**config.mk**
```make
export PLATFORM = sky130hd
export DESIGN_NAME = pipe_hazard_ctrl
export DESIGN_NICKNAME = d
export VERILOG_FILES = /design/src/rtl/pipe_hazard_ctrl.sv
export SDC_FILE = /design/constraint.sdc
export NUM_CORES = 1
export LEC_CHECK = 0
export ABC_AREA = 1
export CORE_ASPECT_RATIO = 0.6
export CORE_MARGIN = 4
export CORE_UTILIZATION = 36
export CTS_CLUSTER_SIZE = 24
export DETAILED_ROUTE_END_ITERATION = 16
export PLACE_DENSITY = 0.95
export SLEW_MARGIN = 20
export SYNTH_ARGS = -nofsm -noshare
export SYNTH_HDL_FRONTEND = slang
export SYNTH_SLANG_ARGS = --single-unit
```
**constraint.sdc**
```tcl
create_clock -name clk -period 4.65 [get_ports clk]
set_input_delay 1.395 -clock clk [delete_from_list [all_inputs] [get_ports clk]]
set_output_delay 1.395 -clock clk [all_outputs]
set_load 0.02 [all_outputs]
```
**src/rtl/pipe_hazard_ctrl.sv**
```systemverilog
// Pipeline control/hazard unit: PC-source select, stall/flush generation, MULT/DIV busy tracking, EPC/Cause/EXL.
// Latency: redirect/stall/flush are combinational (same cycle); EPC/Cause/EXL and MD busy update on the next edge.
// Backpressure: stalls the front end by dropping pc_we/if_id_we and bubbling ID on load-use or MD hazards.
module pipe_hazard_ctrl #(
    parameter int                ADDR_W  = 32,
    parameter int                REG_AW  = 5,
    parameter int                MD_LAT  = 4,
    parameter logic [ADDR_W-1:0] EXC_VEC = ADDR_W'(32'h0000_0180)
) (
    input  logic              clk,
    input  logic              rst_n,
    input  logic [5:0]        id_opcode,
    input  logic [5:0]        id_funct,
    input  logic [REG_AW-1:0] id_rs,
    input  logic [REG_AW-1:0] id_rt,
    input  logic              id_jump,
    input  logic [ADDR_W-1:0] id_jump_target,
    input  logic              ex_mem_read,
    input  logic [REG_AW-1:0] ex_rt,
    input  logic              ex_branch_taken,
    input  logic [ADDR_W-1:0] ex_branch_target,
    input  logic              ex_md_start,
    input  logic              mem_exc_req,
    input  logic [4:0]        mem_exc_code,
    input  logic [ADDR_W-1:0] mem_pc,
    input  logic              mem_eret,
    output logic [1:0]        pc_sel,
    output logic [ADDR_W-1:0] pc_redirect,
    output logic              pc_we,
    output logic              if_id_we,
    output logic              if_flush,
    output logic              id_flush,
    output logic              ex_flush,
    output logic              mem_flush,
    output logic              md_busy,
    output logic [ADDR_W-1:0] epc,
    output logic [4:0]        cause,
    output logic              exl
);

    localparam int              CNT_W   = $clog2(MD_LAT + 1);
    localparam logic [CNT_W-1:0] MD_LOAD = CNT_W'(MD_LAT);
    localparam logic [CNT_W-1:0] CNT_ONE = CNT_W'(1);

    // The PC mux outside owns the vector value; it must be a word address.
    if (EXC_VEC[1:0] != 2'b00) begin : g_bad_vec
        $error("EXC_VEC must be word aligned");
    end
    if (MD_LAT < 1) begin : g_bad_lat
        $error("MD_LAT must be at least 1");
    end

    logic [ADDR_W-1:0] r_epc;
    logic [4:0]        r_cause;
    logic              r_exl;
    logic [CNT_W-1:0]  r_md_cnt;

    logic w_uses_rs;
    logic w_uses_rt;
    logic w_load_use;
    logic w_md_op;
    logic w_md_hazard;
    logic w_exc_take;
    logic w_eret_take;

    assign w_uses_rs   = (id_opcode != 6'h02) && (id_opcode != 6'h03);
    assign w_uses_rt   = id_opcode inside {6'h00, 6'h04, 6'h05, 6'h2b};
    assign w_load_use  = ex_mem_read && (ex_rt != '0) &&
                         (((ex_rt == id_rs) && w_uses_rs) || ((ex_rt == id_rt) && w_uses_rt));
    assign w_md_op     = (id_opcode == 6'h00) &&
                         (id_funct inside {6'h10, 6'h12, 6'h18, 6'h19, 6'h1a, 6'h1b});
    assign w_md_hazard = md_busy && w_md_op;
    // An exception arriving while already in the handler is dropped, not queued.
    assign w_exc_take  = rst_n && mem_exc_req && !r_exl;
    assign w_eret_take = rst_n && mem_eret && !w_exc_take;

    assign md_busy = (r_md_cnt != '0);
    assign epc     = r_epc;
    assign cause   = r_cause;
    assign exl     = r_exl;

    always_comb begin
        pc_sel      = 2'd0;
        pc_redirect = '0;
        pc_we       = 1'b1;
        if_id_we    = 1'b1;
        if_flush    = 1'b0;
        id_flush    = 1'b0;
        ex_flush    = 1'b0;
        mem_flush   = 1'b0;
        if (w_exc_take) begin
            pc_sel    = 2'd2;
            if_flush  = 1'b1;
            id_flush  = 1'b1;
            ex_flush  = 1'b1;
            mem_flush = 1'b1;
        end else if (w_eret_take) begin
            pc_sel   = 2'd3;
            if_flush = 1'b1;
            id_flush = 1'b1;
            ex_flush = 1'b1;
        end else if (rst_n && ex_branch_taken) begin
            pc_sel      = 2'd1;
            pc_redirect = ex_branch_target;
            if_flush    = 1'b1;
            id_flush    = 1'b1;
        end else if (rst_n && (w_load_use || w_md_hazard)) begin
            pc_we    = 1'b0;
            if_id_we = 1'b0;
            id_flush = 1'b1;
        end else if (rst_n && id_jump) begin
            pc_sel      = 2'd1;
            pc_redirect = id_jump_target;
            if_flush    = 1'b1;
        end
    end

    always_ff @(posedge clk) begin
        if (!rst_n) begin
            r_epc    <= '0;
            r_cause  <= '0;
            r_exl    <= 1'b0;
            r_md_cnt <= '0;
        end else begin
            if (w_exc_take) begin
                r_epc   <= mem_pc;
                r_cause <= mem_exc_code;
                r_exl   <= 1'b1;
            end else if (w_eret_take) begin
                r_exl <= 1'b0;
            end
            if (ex_md_start) begin
                r_md_cnt <= MD_LOAD;
            end else if (r_md_cnt != '0) begin
                r_md_cnt <= r_md_cnt - CNT_ONE;
            end
        end
    end

endmodule

```
==> results.sh, run 1 <==
export IMPL_status="complete, no violations"
export IMPL_drv_cap=0
export IMPL_initial_core_util_pct=37.1
export IMPL_clk_insertion_delay_late_ns=0.28
export IMPL_synthAdderAreaFrac_pct=1.39
export IMPL_fill_cells=638
export IMPL_clockBufferDepth=2
export IMPL_dp_hpwl_um=8600
export IMPL_start_kind="input port"
export IMPL_synth_cell_types=31
export IMPL_yosys_area_share_xor_xnor_pct=2.59
export IMPL_power_leakage_nw=2.38
export IMPL_grt_pass1_wl_um=16500
export IMPL_synth_area_per_cell_um2=6.24
export IMPL_tns_ns=0
export IMPL_drc=0
export IMPL_ys_ff_latch=41
export IMPL_fin_worst_skew_ns=0.00522
export IMPL_hold_start="epc[29]"
export IMPL_syn2layout_area_growth_pct=84.7
export IMPL_placed_cell_area_um2=4900
export IMPL_power_density_nw_per_um2=230
export IMPL_port_buffers=213
export IMPL_cts_htree_levels=2
export IMPL_tightest_slew_ns=0.390
export IMPL_grt_max_degree=52
export IMPL_hold_ws_ns=0.464
export IMPL_seq_area_frac_synth_pct=30.3
export IMPL_via_per_inst=4.87
export IMPL_ir_drop_mv=0.222
export IMPL_hold_viol_final=0
export IMPL_fp_dieW_um=120
export IMPL_nets=781
export IMPL_netlist_area_um2=2710
export IMPL_grt_pass1_vias=3464
export IMPL_cts_sinks=41
export IMPL_root_buffer="clkbuf_16"
export IMPL_end_kind="primary output"
export IMPL_min_path_type="reg -> reg"
export IMPL_row_count=24
export IMPL_gr_total_overflow=0
export IMPL_min_period_ns=4.58
export IMPL_path_clk_slew_ns=0.06
export IMPL_synthCells=434
export IMPL_setup_viol=0
export IMPL_synth_area_mux_share_pct=0
export IMPL_dieArea_um2=9030
export IMPL_grt_usage_pct=22.6
export IMPL_crit_arrival_ns=3.18
export IMPL_holdPathStages=2
export IMPL_fin_ws_ns=0.0729
export IMPL_antenna_found_initial=0
export IMPL_synth_top_area_share_pct=30.3
export IMPL_via_count=3636
export IMPL_pre_cts_ws_ns=-0.461
export IMPL_wire_per_inst_um=15.1
export IMPL_n_antenna_cell=0
export IMPL_drtIter0Drc=171
export IMPL_placed_cells=734
export IMPL_synth_top_cell_by_area="dfxtp_1"
export IMPL_synth_top_family_by_area="simple AND/OR/NAND/NOR gates"
export IMPL_maxSlewViolCount=0
export IMPL_r2r_start="r_md_cnt[0]"
export IMPL_reg2reg_slack_ns=3.29
export IMPL_critPathRequiredTime_ns=3.25
export IMPL_final_area_um2=5000
export IMPL_fin_cells=747
export IMPL_reg2reg_to="r_md_cnt[1]"
export IMPL_syn_nets=573
export IMPL_yosys_area_share_simple_pct=41.9
export IMPL_period_share_pct=98.4
export IMPL_gp_congestion=0.804
export IMPL_die_height_um=75.2
export IMPL_relSlewSlack_pct=74.0
export IMPL_worstRegToRegCells=6
export IMPL_yosysWarnings=0
export IMPL_io_pins=215
export IMPL_core_area_um2=7300
export IMPL_hold_buffers=0
export IMPL_cts_tree="yes"
export IMPL_first_pass_iters=5
export IMPL_drt_total_wl_um=11300
export IMPL_hold_path_endpoint="epc[29]"
export IMPL_path_class="in -> out"
export IMPL_synthTopCellsByArea="dfxtp_1 (30%), nand2_1 (18%), nand3_1 (7.8%), nand4_1 (7.4%), inv_1 (6.9%)"
export IMPL_drive_above_1_share_pct=12.9
export IMPL_timing_fmax_mhz=218
export IMPL_drtAntennaViolNets=0
export IMPL_path_max_fanout=9
export IMPL_cts_made_buffers=5
export IMPL_synth_compound_gate_area_share_pct=8.26
-- metrics by stage --
stage	utilization, %	power (mW)
after floorplan	-	0.580
after global placement	67.2	0.811
after detailed placement	67.2	0.825
after CTS	69.1	1.16
after global routing	68.6	1.21
final	68.6	1.15
-- cell usage in the layout, fill, tap and decap left out, types with 7 or more instances in the layout --
cell type and instances:
clkdlybuf4s50_1 167, nand2_1 131, buf_4 23, nand3_1 41, nor2_1 39, a21oi_1 32
xnor2_1 7, clkbuf_2 25, dlymetal6s2s_1 9, dfxtp_1 41, inv_1 50, nand4_1 32
-- cell type report --
cell class | instances | area, um2 | share of cell area, %
Tap cell | 104 | 130 | 2.60
Sequential cell | 41 | 821 | 16.4
Timing Repair Buffer | 232 | 2170 | 43.4
Multi-Input combinational cell | 310 | 1540 | 30.8
Inverter | 52 | 195 | 3.90
Clock inverter | 3 | 21.3 | 0.425
Clock buffer | 5 | 125 | 2.50
-- worst max-delay path, cell delays in order --
cell and delay [ns]:
clkdlybuf4s50_1 0.57, xnor2_1 0.16, nand2_1 0.07, nor2_1 0.13, nand2_2 0.08, nand2_4 0.17, nand2_8 0.11, nand3_2 0.12
nand2_1 0.05, dlygate4sd2_1 0.32
-- cell families after synthesis --
kind of cell,Yosys count
compound gates,42
simple gates,255
xor+xnor,8
fa+ha+maj,3
buf+inv,85
flops,41
-- state kept, by name, summed over array words and instances, names as in the netlist --
register and count:
cause 5, r_md_cnt 3, epc 32, exl 1
-- synthesized netlist by cell type --
cell type  count
a211oi_1       1
a21oi_1       37
buf_1          1
buf_2         10
buf_4          3
buf_6          6
buf_8          3
clkbuf_1      10
dfxtp_1       41
ha_1           3
inv_1         50
inv_2          2
nand2_1      132
nand2_2        1
nand2_4        1
nand2b_1       1
nand3_1       42
nand3b_1       1
nand4_1       32
nand4_2        1
nor2_1        40
nor2_2         1
nor2_4         1
nor4_2         1
o21ai_0        1
o22ai_1        1
o31ai_1        1
o31ai_2        1
or2_2          1
xnor2_1        7
xor2_1         1
-- report_power, final --
group / switching, mW / internal [mW] / total [mW]
Clock: 0.141 / 0.200 / 0.341
Sequential: 0.0148 / 0.379 / 0.394
Combinational: 0.202 / 0.214 / 0.416
-- worst max-delay path by stage --
| stage | from | endpoint | slack, ns | depth (start not counted) |
|---|---|---|---|---|
| after floorplan | id_opcode[5] | pc_redirect[23] | 0.80 | 10 |
| after global placement | ex_rt[2] | pc_sel[0] | -0.34 | 9 |
| after detailed placement | id_opcode[1] | pc_redirect[31] | -0.46 | 10 |
| after CTS | id_opcode[1] | pc_redirect[31] | -0.002 | 10 |
| after global routing | ex_rt[1] | if_flush | -0.08 | 10 |
| final | ex_rt[1] | if_flush | 0.07 | 10 |
-- routing by layer --
| metal | share of wire, % | track usage (%) |
|---|---|---|
| met1 | 40 | 24.8 |
| met2 | 51 | 44.5 |
| met5 | 0 | 0 |
| met3 | 7.1 | 5.71 |
| met4 | 1.6 | 5.96 |
-- what timing repair did --
action,4_1_cts,5_1_grt
pin swaps,0,3
gates resized for setup,57,90
hold endpoints to repair,0,0
setup buffers,0,3
gates cloned,0,2
setup endpoints to repair,37,39
No activity file was read; power rests on OpenSTA's default activity.
==> inputs of run 2 (changes only) <==
--- a/config.mk
+++ b/config.mk
@@ -8,10 +8,11 @@
 export ABC_AREA = 1
 export CORE_ASPECT_RATIO = 0.6
 export CORE_MARGIN = 4
-export CORE_UTILIZATION = 36
+export CORE_UTILIZATION = 34
 export CTS_CLUSTER_SIZE = 24
 export DETAILED_ROUTE_END_ITERATION = 16
-export PLACE_DENSITY = 0.95
+export PLACE_DENSITY = 0.94
+export RECOVER_POWER = 50
 export SLEW_MARGIN = 20
 export SYNTH_ARGS = -nofsm -noshare
 export SYNTH_HDL_FRONTEND = slang
==> constraint.sdc (replaced) <==
create_clock -name clk -period 4.6 [get_ports clk]
set_input_delay 1.38 -clock clk [delete_from_list [all_inputs] [get_ports clk]]
set_output_delay 1.38 -clock clk [all_outputs]
set_load 0.02 [all_outputs]
==> results.sh, run 2 (synthesis gave the netlist of run 1 again) <==
export IMPL_status="complete, no violations"
export IMPL_largest_register_ffs=32
export IMPL_path_max_fanout=31
export IMPL_critPathRequiredTime_ns=3.22
export IMPL_die_height_um=77.2
export IMPL_setup_viol=0
export IMPL_min_period_ns=4.49
export IMPL_end_kind="primary output"
export IMPL_grt_usage_pct=20.8
export IMPL_power_leakage_nw=2.39
export IMPL_final_area_um2=4950
export IMPL_core_area_um2=7510
export IMPL_maxSlewViolCount=0
export IMPL_tns_ns=0
export IMPL_fin_worst_skew_ns=0.00726
export IMPL_row_count=24
export IMPL_power_density_nw_per_um2=234
export IMPL_placed_cell_area_um2=4920
export IMPL_root_buffer="clkbuf_16"
export IMPL_grt_pass1_wl_um=16100
export IMPL_fp_dieW_um=123
export IMPL_drv_cap=0
export IMPL_path_class="in -> out"
export IMPL_via_count=3595
export IMPL_cts_made_buffers=5
export IMPL_port_buffers=213
export IMPL_first_pass_iters=5
export IMPL_cts_htree_levels=2
export IMPL_rsz0062_at_grt="yes"
export IMPL_tightest_slew_ns=1.49
export IMPL_final_cell_mix="clkdlybuf4s50_1 (136), nand2_1 (131), inv_1 (50)"
export IMPL_syn2layout_area_growth_pct=82.7
export IMPL_nets=779
export IMPL_wire_per_inst_um=14.6
export IMPL_gp_congestion=0.847
export IMPL_drc=0
export IMPL_drive_above_1_share_pct=11.7
export IMPL_io_pins=215
export IMPL_dp_hpwl_um=8420
export IMPL_drtAntennaViolNets=0
export IMPL_start_kind="input port"
export IMPL_min_path_type="reg -> reg"
export IMPL_drtIter0Drc=174
export IMPL_antenna_found_initial=0
export IMPL_timing_fmax_mhz=223
export IMPL_hold_viol_final=0
export IMPL_ir_drop_mv=0.199
export IMPL_grt_max_degree=38
export IMPL_clockBufferDepth=2
export IMPL_relSlewSlack_pct=0.993
export IMPL_path_clk_slew_ns=0.07
export IMPL_grt_pass1_vias=3354
export IMPL_drt_total_wl_um=10900
export IMPL_gr_total_overflow=0
export IMPL_crit_arrival_ns=3.11
export IMPL_clk_insertion_delay_late_ns=0.28
export IMPL_cts_sinks=41
export IMPL_via_per_inst=4.83
export IMPL_layout_commonest_cell="clkdlybuf4s50_1"
export IMPL_n_antenna_cell=0
export IMPL_cts_tree="yes"
export IMPL_dieArea_um2=9510
export IMPL_period_share_pct=97.6
export IMPL_initial_core_util_pct=36.1
run 2: cell count changes in the layout (fill, tap and decap cells not counted), sizes merged:
cell	change
dlygate4sd2	-1
clkdlybuf4s15	+1
nand2	-1
dlygate4sd3	+38
dlymetal6s2s	-7
buf	-10
clkdlybuf4s50	-31
clkbuf	+9
run 2: where the power goes:
group	switching, mW	internal (mW)	total (mW)
Clock	0.152	0.204	0.356
Combinational	0.200	0.207	0.408
Sequential	0.0132	0.383	0.396
run 2: layout make-up:
| class | count | area, um2 |
|---|---|---|
| fillers | 645 | 2560 |
| repair buffers | 231 | 2140 |
| multi-input cells | 309 | 1510 |
| flip-flops and latches | 41 | 821 |
| inverters | 52 | 195 |
| well taps | 104 | 130 |
| clock buffers | 5 | 125 |
| clock inverters | 3 | 25.0 |
run 2: what timing repair did:
action	CTS	global route
resized for setup	40	84
buffers inserted	0	2
hold buffers	0	0
setup endpoints to repair	37	38
cloned	0	1
run 2: routing by layer:
metal / wire, um / vias to the layer above / GRT usage [%]
met3: 1140 / 12 / 8.09
met2: 5370 / 153 / 38.4
met5: 0 / - / 0
met4: 93 / 0 / 3.31
met1: 4250 / 1635 / 22.9
li1: - / 1795 / -
run 2: per-stage QoR:
step / util (%) / setup WS (ns) / hold slack (ns) / total power [mW] / instances
2_1_floorplan: - / 0.777 / 0.441 / 0.586 / 434
3_3_place_gp: 65.5 / -0.359 / 0.451 / 0.823 / 734
3_5_place_dp: 65.5 / -0.426 / 0.459 / 0.835 / 734
4_1_cts: 67.0 / 0.00394 / 0.467 / 1.18 / 742
5_1_grt: 66.0 / -0.0122 / 0.484 / 1.22 / 745
6_report: 66.0 / 0.112 / 0.462 / 1.16 / 745
run 2: final timing paths:
path	start	end	slack [ns]	depth (start not counted)
setup / recovery	rst_n	ex_flush	0.11	5
hold / removal	epc[18]	epc[18]	0.46	2
setup reg to reg	exl	epc[15]	2.47	6
hold reg to reg	epc[18]	epc[18]	0.46	2
run 2: critical path, cell delays in order:
cell,delay (ns)
clkdlybuf4s50_1,0.56
nand3_1,0.18
nand2_2,0.16
buf_12,0.19
clkdlybuf4s50_1,0.62
